File: config.mk
export PLATFORM = sky130hd
export DESIGN_NAME = ser_parity_tx_flat
export DESIGN_NICKNAME = d
export VERILOG_FILES = /design/src/rtl/ser_parity_tx_pkg.sv /design/src/rtl/ser_parity_tx_if.sv /design/src/rtl/parity_gen.sv /design/src/rtl/ser_parity_tx.sv /design/src/flat_wrapper.sv
export SDC_FILE = /design/constraint.sdc
export NUM_CORES = 1
export LEC_CHECK = 0
export BUFFER_PORTS_ARGS = -buffer_cell sky130_fd_sc_hd__buf_4
export CORE_ASPECT_RATIO = 0.7
export CORE_MARGIN = 5
export CORE_UTILIZATION = 50
export DETAILED_ROUTE_END_ITERATION = 7
export GPL_TIMING_DRIVEN = 0
export PLACE_DENSITY = 0.71
export SYNTH_ARGS = -nofsm -noshare
export SYNTH_HDL_FRONTEND = slang
export SYNTH_SLANG_ARGS = --single-unit
export TNS_END_PERCENT = 10
File: constraint.sdc
create_clock -name clk -period 1.6 [get_ports clk]
set_input_delay 0.16 -clock clk [delete_from_list [all_inputs] [get_ports clk]]
set_output_delay 0.16 -clock clk [all_outputs]
set_load 0.005 [all_outputs]
File: src/rtl/ser_parity_tx_pkg.sv
// ============================================================================
// Module   : ser_parity_tx_pkg
// Purpose  : Shared state encodings, serial line levels and sizing helper for
//            the serial frame transmitter (and its receive-side counterpart).
// Revision : 1.0  initial release
// ============================================================================
`default_nettype none

package ser_parity_tx_pkg;

    typedef enum logic [2:0] {
        IDLE   = 3'd0,
        START  = 3'd1,
        DATA   = 3'd2,
        PARITY = 3'd3,
        STOP   = 3'd4
    } tx_state_t;

    localparam logic LINE_IDLE = 1'b1;
    localparam logic START_BIT = 1'b0;
    localparam logic STOP_BIT  = 1'b1;

    // Counter width for values 0..n-1, never narrower than one bit.
    function automatic int cnt_w(input int n);
        return (n <= 1) ? 1 : $clog2(n);
    endfunction

endpackage

`default_nettype wire

File: src/rtl/ser_parity_tx_if.sv
// ============================================================================
// Module   : ser_parity_tx_if
// Purpose  : Word handshake and serial status bundle between a byte producer
//            (master) and the frame transmitter (slave).
// Revision : 1.0  initial release
// ============================================================================
`default_nettype none

interface ser_parity_tx_if #(
    parameter int DATA_W = 8
);
    logic [DATA_W-1:0] i_data;
    logic              i_valid;
    logic              o_ready;
    logic              o_txd;
    logic              o_busy;
    logic              o_done;

    modport master (
        output i_data,
        output i_valid,
        input  o_ready,
        input  o_txd,
        input  o_busy,
        input  o_done
    );

    modport slave (
        input  i_data,
        input  i_valid,
        output o_ready,
        output o_txd,
        output o_busy,
        output o_done
    );
endinterface

`default_nettype wire

File: src/rtl/parity_gen.sv
// ============================================================================
// Module   : parity_gen (+ _xor2 gate)
// Purpose  : DATA_W-wide XOR reduction chain built from 2-input XOR gates.
//            Only built when SER_TX_PARITY_EN is defined.
// Revision : 1.0  initial release
// ============================================================================
`default_nettype none

`ifdef SER_TX_PARITY_EN
module parity_gen #(
    parameter int DATA_W = 8
) (
    input  wire logic [DATA_W-1:0] data,
    output logic                   parity
);
    logic [DATA_W-1:0] w_chain;

    assign w_chain[0] = data[0];

    generate
        if (DATA_W > 1) begin : g_chain
            for (genvar i = 1; i < DATA_W; i++) begin : g_xor
                _xor2 u_xor (
                    .a (w_chain[i-1]),
                    .b (data[i]),
                    .y (w_chain[i])
                );
            end
        end
    endgenerate

    assign parity = w_chain[DATA_W-1];
endmodule

module _xor2 (
    input  wire logic a,
    input  wire logic b,
    output logic      y
);
    assign y = a ^ b;
endmodule
`endif

`default_nettype wire

File: src/rtl/ser_parity_tx.sv
// ============================================================================
// Module   : ser_parity_tx
// Purpose  : Serial frame transmitter: start bit, DATA_W data bits LSB first,
//            optional parity bit (macro SER_TX_PARITY_EN), stop bit.
// Revision : 1.0  initial release
// ============================================================================
`default_nettype none

module ser_parity_tx
    import ser_parity_tx_pkg::*;
#(
    parameter int DATA_W     = 8,
    parameter int BAUD_DIV   = 4,
    parameter int PARITY_ODD = 0
) (
    input  wire logic        clk,
    input  wire logic        reset,
    ser_parity_tx_if.slave   bus
);
    localparam int c_baud_w = cnt_w(BAUD_DIV);
    localparam int c_bit_w  = cnt_w(DATA_W);
    localparam logic [c_baud_w-1:0] c_baud_last = c_baud_w'(BAUD_DIV - 1);
    localparam logic [c_bit_w-1:0]  c_bit_last  = c_bit_w'(DATA_W - 1);

    tx_state_t           r_state;
    logic [c_baud_w-1:0] r_baud_cnt;
    logic [c_bit_w-1:0]  r_bit_idx;
    logic [DATA_W-1:0]   r_shift;
    logic                r_txd;
    logic                r_ready;
    logic                r_busy;
    logic                r_done;

    logic                w_bit_end;
    logic [DATA_W-1:0]   w_shift_next;

    assign w_bit_end    = (r_baud_cnt == c_baud_last);
    assign w_shift_next = r_shift >> 1;

`ifdef SER_TX_PARITY_EN
    logic r_parity;
    logic w_xor_all;
    logic w_parity;

    parity_gen #(
        .DATA_W (DATA_W)
    ) u_parity_gen (
        .data   (bus.i_data),
        .parity (w_xor_all)
    );

    assign w_parity = w_xor_all ^ (PARITY_ODD != 0);
`else
    localparam bit c_unused_parity_odd = (PARITY_ODD != 0);
`endif

    always_ff @(posedge clk or posedge reset) begin
        if (reset) begin
            r_state    <= IDLE;
            r_baud_cnt <= '0;
            r_bit_idx  <= '0;
            r_shift    <= '0;
            r_txd      <= LINE_IDLE;
            r_ready    <= 1'b1;
            r_busy     <= 1'b0;
            r_done     <= 1'b0;
`ifdef SER_TX_PARITY_EN
            r_parity   <= 1'b0;
`endif
        end else begin
            r_done <= 1'b0;
            // Every non-idle state ticks the baud counter; boundaries wrap it.
            if (r_state != IDLE) begin
                r_baud_cnt <= w_bit_end ? '0 : r_baud_cnt + 1'b1;
            end
            case (r_state)
                IDLE: begin
                    if (bus.i_valid && r_ready) begin
                        r_shift    <= bus.i_data;
`ifdef SER_TX_PARITY_EN
                        r_parity   <= w_parity;
`endif
                        r_state    <= START;
                        r_txd      <= START_BIT;
                        r_ready    <= 1'b0;
                        r_busy     <= 1'b1;
                        r_baud_cnt <= '0;
                        r_bit_idx  <= '0;
                    end
                end
                START: begin
                    if (w_bit_end) begin
                        r_state <= DATA;
                        r_txd   <= r_shift[0];
                    end
                end
                DATA: begin
                    if (w_bit_end) begin
                        r_shift <= w_shift_next;
                        if (r_bit_idx == c_bit_last) begin
                            r_bit_idx <= '0;
`ifdef SER_TX_PARITY_EN
                            r_state   <= PARITY;
                            r_txd     <= r_parity;
`else
                            r_state   <= STOP;
                            r_txd     <= STOP_BIT;
`endif
                        end else begin
                            r_bit_idx <= r_bit_idx + 1'b1;
                            r_txd     <= w_shift_next[0];
                        end
                    end
                end
`ifdef SER_TX_PARITY_EN
                PARITY: begin
                    if (w_bit_end) begin
                        r_state <= STOP;
                        r_txd   <= STOP_BIT;
                    end
                end
`endif
                STOP: begin
                    if (w_bit_end) begin
                        r_state <= IDLE;
                        r_txd   <= LINE_IDLE;
                        r_ready <= 1'b1;
                        r_busy  <= 1'b0;
                        r_done  <= 1'b1;
                    end
                end
                default: begin
                    r_state    <= IDLE;
                    r_txd      <= LINE_IDLE;
                    r_ready    <= 1'b1;
                    r_busy     <= 1'b0;
                    r_baud_cnt <= '0;
                    r_bit_idx  <= '0;
                end
            endcase
        end
    end

    assign bus.o_txd   = r_txd;
    assign bus.o_ready = r_ready;
    assign bus.o_busy  = r_busy;
    assign bus.o_done  = r_done;

endmodule

`default_nettype wire

File: src/flat_wrapper.sv
// flat-port wrapper written by rule: the top's interface ports become plain ports
module ser_parity_tx_flat import ser_parity_tx_pkg::*;
#(
    parameter int DATA_W     = 8,
    parameter int BAUD_DIV   = 4,
    parameter int PARITY_ODD = 0
)
  (clk, reset, bus_i_data, bus_i_valid, bus_o_ready, bus_o_txd, bus_o_busy, bus_o_done);
  ser_parity_tx_if #(.DATA_W(DATA_W)) bus_i ();
  input  wire logic clk;
  input  wire logic reset;
  input wire logic [$bits(bus_i.i_data)-1:0] bus_i_data;
  input wire logic [$bits(bus_i.i_valid)-1:0] bus_i_valid;
  output wire logic [$bits(bus_i.o_ready)-1:0] bus_o_ready;
  output wire logic [$bits(bus_i.o_txd)-1:0] bus_o_txd;
  output wire logic [$bits(bus_i.o_busy)-1:0] bus_o_busy;
  output wire logic [$bits(bus_i.o_done)-1:0] bus_o_done;
  assign bus_i.i_data = bus_i_data;
  assign bus_i.i_valid = bus_i_valid;
  assign bus_o_ready = bus_i.o_ready;
  assign bus_o_txd = bus_i.o_txd;
  assign bus_o_busy = bus_i.o_busy;
  assign bus_o_done = bus_i.o_done;
  ser_parity_tx #(.DATA_W(DATA_W), .BAUD_DIV(BAUD_DIV), .PARITY_ODD(PARITY_ODD)) u_core (.clk(clk), .reset(reset), .bus(bus_i));
endmodule
## Word-level counts from Yosys, hierarchy flattened

Cells that the tools add are included.
Widths: inputs -> output; s select.

- Bits of input ports: 11
- Register bits after elaboration: 20
- Output and inout bits: 4

- Multiplexer cells: 29
- Bitwise gates (word level): 2
- Equal/unequal tests: 10
- Reductions and logical operators: 12
- Add/sub/neg operators: 2

Operator list:

| operator | number |
|---|---|
| $mux 3 | 8 |
| $mux 8 | 2 |
| $pmux 8 s2 | 1 |
| $pmux 3 s4 | 1 |
| $ne 2x1->1 const B | 5 |
| $mux 1 | 9 |
| $pmux 3 s3 | 1 |
| $reduce_and 3->1 | 3 |
| $eq 3x3->1 const B | 2 |
| $mux 2 | 3 |
| $pmux 1 s3 | 2 |
| $reduce_and 5->1 | 1 |
| $pmux 1 s4 | 1 |
| $pmux 2 s2 | 1 |
| $reduce_and 4->1 | 1 |
| $reduce_or 2->1 | 2 |
| $add 3x1->3 const B | 1 |
| $eq 3x1->1 const B | 1 |
| $eq 3x2->1 const B | 1 |
| $logic_not 3->1 | 1 |
| $reduce_bool 3->1 | 1 |
| $reduce_or 3->1 | 1 |
| $add 2x1->2 const B | 1 |
| $eq 2x2->1 const B | 1 |
| other kinds (3) | 4 |

## Logic depth before layout (Yosys ltp)

- Depth in word-level cells: 5
- Mapped depth: 6

## Worst setup path before layout

OpenSTA, ideal clock, no wires.

- Path type: register to register
- Start: reg u_core.r_ready (netlist: u_core.bus.o_ready)
- End: reg u_core.r_bit_idx[0]
- Data required time: 1.475 ns
- Path slack: 0.171 ns
- Data arrival time: 1.304 ns
- Path buffers: 0
- Cell stages (with the launch flop): 5
- Library setup time: 0.125 ns
- Cell sequence: dfstp_2 -> nand2_1 -> nor2_1 -> o31a_1 -> mux2_4

- Longest elaborated chain between the ends: 3

RTL lines:

| item | line | source |
|---|---|---|
| start: declaration | ser_parity_tx.sv:30 | `logic r_ready;` |
| start signal: assignment | ser_parity_tx.sv:64 | `r_ready <= 1'b1;` |
| start signal: assignment | ser_parity_tx.sv:85 | `r_ready <= 1'b0;` |
| start signal: assignment | ser_parity_tx.sv:127 | `r_ready <= 1'b1;` |
| $logic_and 1x1->1 | ser_parity_tx.sv:78 | `if (bus.i_valid && r_ready) begin` |
| $ne 2x1->1 (no source line) | n/a |  |
| $reduce_and 3->1 (no source line) | n/a |  |
| end signal: assignment | ser_parity_tx.sv:110 | `r_bit_idx <= r_bit_idx + 1'b1;` |
| end: declaration | ser_parity_tx.sv:27 | `logic [c_bit_w-1:0] r_bit_idx;` |

No other way between the ends.
A chain may end at the register's enable or synchronous reset.

## Worst setup path in the final report

- Start: reg u_core.r_baud_cnt[0]
- End: reg u_core.r_bit_idx[0]

- Longest elaborated chain between the ends: 3

RTL lines:

| item | line | source |
|---|---|---|
| start: declaration | ser_parity_tx.sv:26 | `logic [c_baud_w-1:0] r_baud_cnt;` |
| start signal: assignment | ser_parity_tx.sv:74 | `r_baud_cnt <= w_bit_end ? '0 : r_baud_cnt + 1'b1;` |
| $eq 2x2->1 | ser_parity_tx.sv:37 | `assign w_bit_end = (r_baud_cnt == c_baud_last);` |
| $ne 2x1->1 (no source line) | n/a |  |
| $reduce_and 3->1 (no source line) | n/a |  |

No other way between the ends.

==> metrics.txt <==
status finished with violations; failing checks hold timing; critical path fanouts, max 4; count of cell types in the netlist 38; Seq/Total Area, Yosys 0.436; RSZ-0062 raised after global routing true; cell area after synthesis 0.00115 mm²; Synth Flop Type dfrtp_1; share of layout cells above drive strength 1 0.294; most common library cells after synthesis dfrtp_1 (18), nor2_1 (15), a21oi_1 (11), mux2i_1 (8), nand2_1 (8); crit-path max cell delay between 400 and 500 ps; Routed Antenna Nets 0; Synth area leaders dfrtp_1 (39%), mux2i_1 (6.9%), nor2_1 (4.9%), a21oi_1 (4.8%), dfstp_2 (4.6%); detailed placement HPWL 1630 µm; CP Class reg -> reg; WP depth 5; Max Slew Vio Count 0; Reg area 503 µm²; crit-path leading delay family flip-flops; cts hold-fix bufs 0; Max Cap Violations 0; Worst-path clk slew 110 ps; CTS Sinks 20; Max-slew headroom 0.468; most common cell in the netlist dfrtp_1; Die Wd 67.4 µm; Design Area, Final 0.00136 mm²; number of synthesized flops with an enable pin 0; worst path arrival time 1740 ps; final setup vio count 0; Root Driver clkbuf_4; Pleak 0.000634 µW; H-tree levels 1; I/O pins 15; vias 926; cts bufs inserted 3; FMAX 651 MHz; total grt overflow 0; min Tclk post-route 1540 ps; initial antenna violation count 0; PortBufs 14; Synth async-reset ratio 1.00; n_diodes 0; synth warn 0; Multi-input gate area between 500 and 600 µm²; total global-route track usage 0.156; CTS Buffer Depth 2; CTS tree done; Fill cells slightly above 200; Hold Crit Class in -> async; final hold viol count 5; Die Height 50.2 µm; WL final 2380 µm; pin count of the biggest net entering global routing 21; worst-case reg-to-reg path depth 5; # DRC 0; cell taking the most area after synthesis dfrtp_1; VDD IR max 0.385 mV; nets 152; Yosys top cell area share 0.391; placed standard-cell area 0.00130 mm²; area grow syn2layout 18.3%; vias per cell 5.51; Initial Util 0.531; syn nets 129; synthesized area per cell approximately 10 µm²; Slew @ Worst Pin roughly 800 ps; period utilization 0.960; drt first pass iters 4; CP bufs+invs 0; final hold slack -10.2 ps; # rows 14; highest-delay cell along the critical path dfrtp_1; crit path cell chain ha_1 -> nor2_1 -> a21oi_1 -> o31a_1 -> mux2_4; PwrDens slightly below 600 mW/mm²; WP data required 1800 ps; first-pass GRT wire length slightly above 4000 µm; post-synthesis instance total 115; Worst setup SP type register; vias in the first global route 884; Core ar. 0.00217 mm²; routability cong. 0.814; Util after Layout 0.628; CP endpoint kind register; drt initial violations 41; routed length per instance about 14 µm; later-pin clock latency in the skew report 300 ps; Synth Register Bits 20; die area between 0.003 and 0.004 mm²; Clock Skews 5.79 ps
-- through the flow --
step / worst slack (ps) / power, µW / instances / TNS [ps]
final: 64.6 / 812 / 168 / 0
after global routing: -28.6 / 864 / 168 / -58.1
after CTS: 13.6 / 826 / 164 / 0
after detailed placement: 8.83 / 579 / 161 / 0
after global placement: 49.5 / 577 / 161 / 0
after floorplan: 171 / 553 / 115 / 0
-- kinds of logic (layout without fill, tap and decap cells) --
family / count (synthesis) / count (layout) / synth area share
compound gates: 32 / 32 / 0.190
fa+ha+maj: 3 / 3 / 0.0326
buf+inv: 12 / 33 / 0.0597
flops: 20 / 20 / 0.436
mux: 11 / 11 / 0.105
simple gates: 37 / 37 / 0.176
-- layout by cell type (no fill, tap or decap), types with 2 or more instances in the layout --
| master | count |
|---|---|
| a21oi_1 | 11 |
| a21oi_2 | 2 |
| a31oi_1 | 3 |
| buf_2 | 2 |
| buf_4 | 20 |
| buf_6 | 2 |
| clkbuf_1 | 2 |
| clkbuf_4 | 3 |
| dfrtp_1 | 18 |
| dfstp_2 | 2 |
| ha_1 | 3 |
| inv_1 | 4 |
| mux2_4 | 2 |
| mux2i_1 | 8 |
| nand2_1 | 7 |
| nor2_1 | 15 |
| nor2b_1 | 2 |
| nor3_1 | 3 |
| nor3b_1 | 2 |
| o21ai_0 | 4 |
-- power by group --
part           total, µW  switching, µW  internal, µW
clock                243            155          87.9
sequential           522           5.83           516
combinational       47.7           23.3          24.4
total                812            184           628
-- flip-flops by register name (all words and copies together), names as in the netlist --
| name | count |
|---|---|
| u_core.r_shift | 8 |
| u_core.bus.o_txd | 1 |
| u_core.r_bit_idx | 3 |
| u_core.r_baud_cnt | 2 |
| u_core.bus.o_ready | 1 |
| u_core.bus.o_done | 1 |
| u_core.bus.o_busy | 1 |
| u_core.r_state | 3 |
-- final cells by class --
type / instances / share of cell area
buffer: 8 / 0.0404
inverter: 4 / 0.0110
sequential: 20 / 0.369
timing repair buffer: 18 / 0.0991
clock buffer: 3 / 0.0165
tap: 32 / 0.0294
multi-input combinational: 83 / 0.435
-- per-layer routing --
layer | global-route usage | vias up | wire length, µm
met4 | 0.0404 | 0 | 29
met1 | 0.220 | 442 | 1150
met3 | 0.0513 | 6 | 148
met5 | 0 | - | 0
met2 | 0.232 | 27 | 1050
li1 | - | 451 | -
-- what timing repair did --
action                                  4_1_cts  5_1_grt
resized for setup                             1        5
gates cloned                                  0        0
pin swaps                                     0        2
endpoints found under the setup margin        1        9
buffers inserted                              0        4
-- final timing paths --
| kind | slack, ps | to | from |
|---|---|---|---|
| hold reg to reg | 500 | u_core.bus.o_busy$_DFFE_PP0P_ | u_core.bus.o_busy$_DFFE_PP0P_ |
| max in group asynchronous | 1100 | u_core.r_shift[0]$_DFFE_PP0P_ | reset |
| hold / removal | -10 | u_core.r_shift[7]$_DFFE_PP0P_ | reset |
| setup reg to reg | 60 | u_core.r_bit_idx[0]$_DFFE_PP0P_ | u_core.r_baud_cnt[0]$_DFF_PP0_ |
| min in group clk | 100 | u_core.r_shift[7]$_DFFE_PP0P_ | bus_i_data[7] |
| setup / recovery | 60 | u_core.r_bit_idx[0]$_DFFE_PP0P_ | u_core.r_baud_cnt[0]$_DFF_PP0_ |
(Power assumes the default switching activity.)
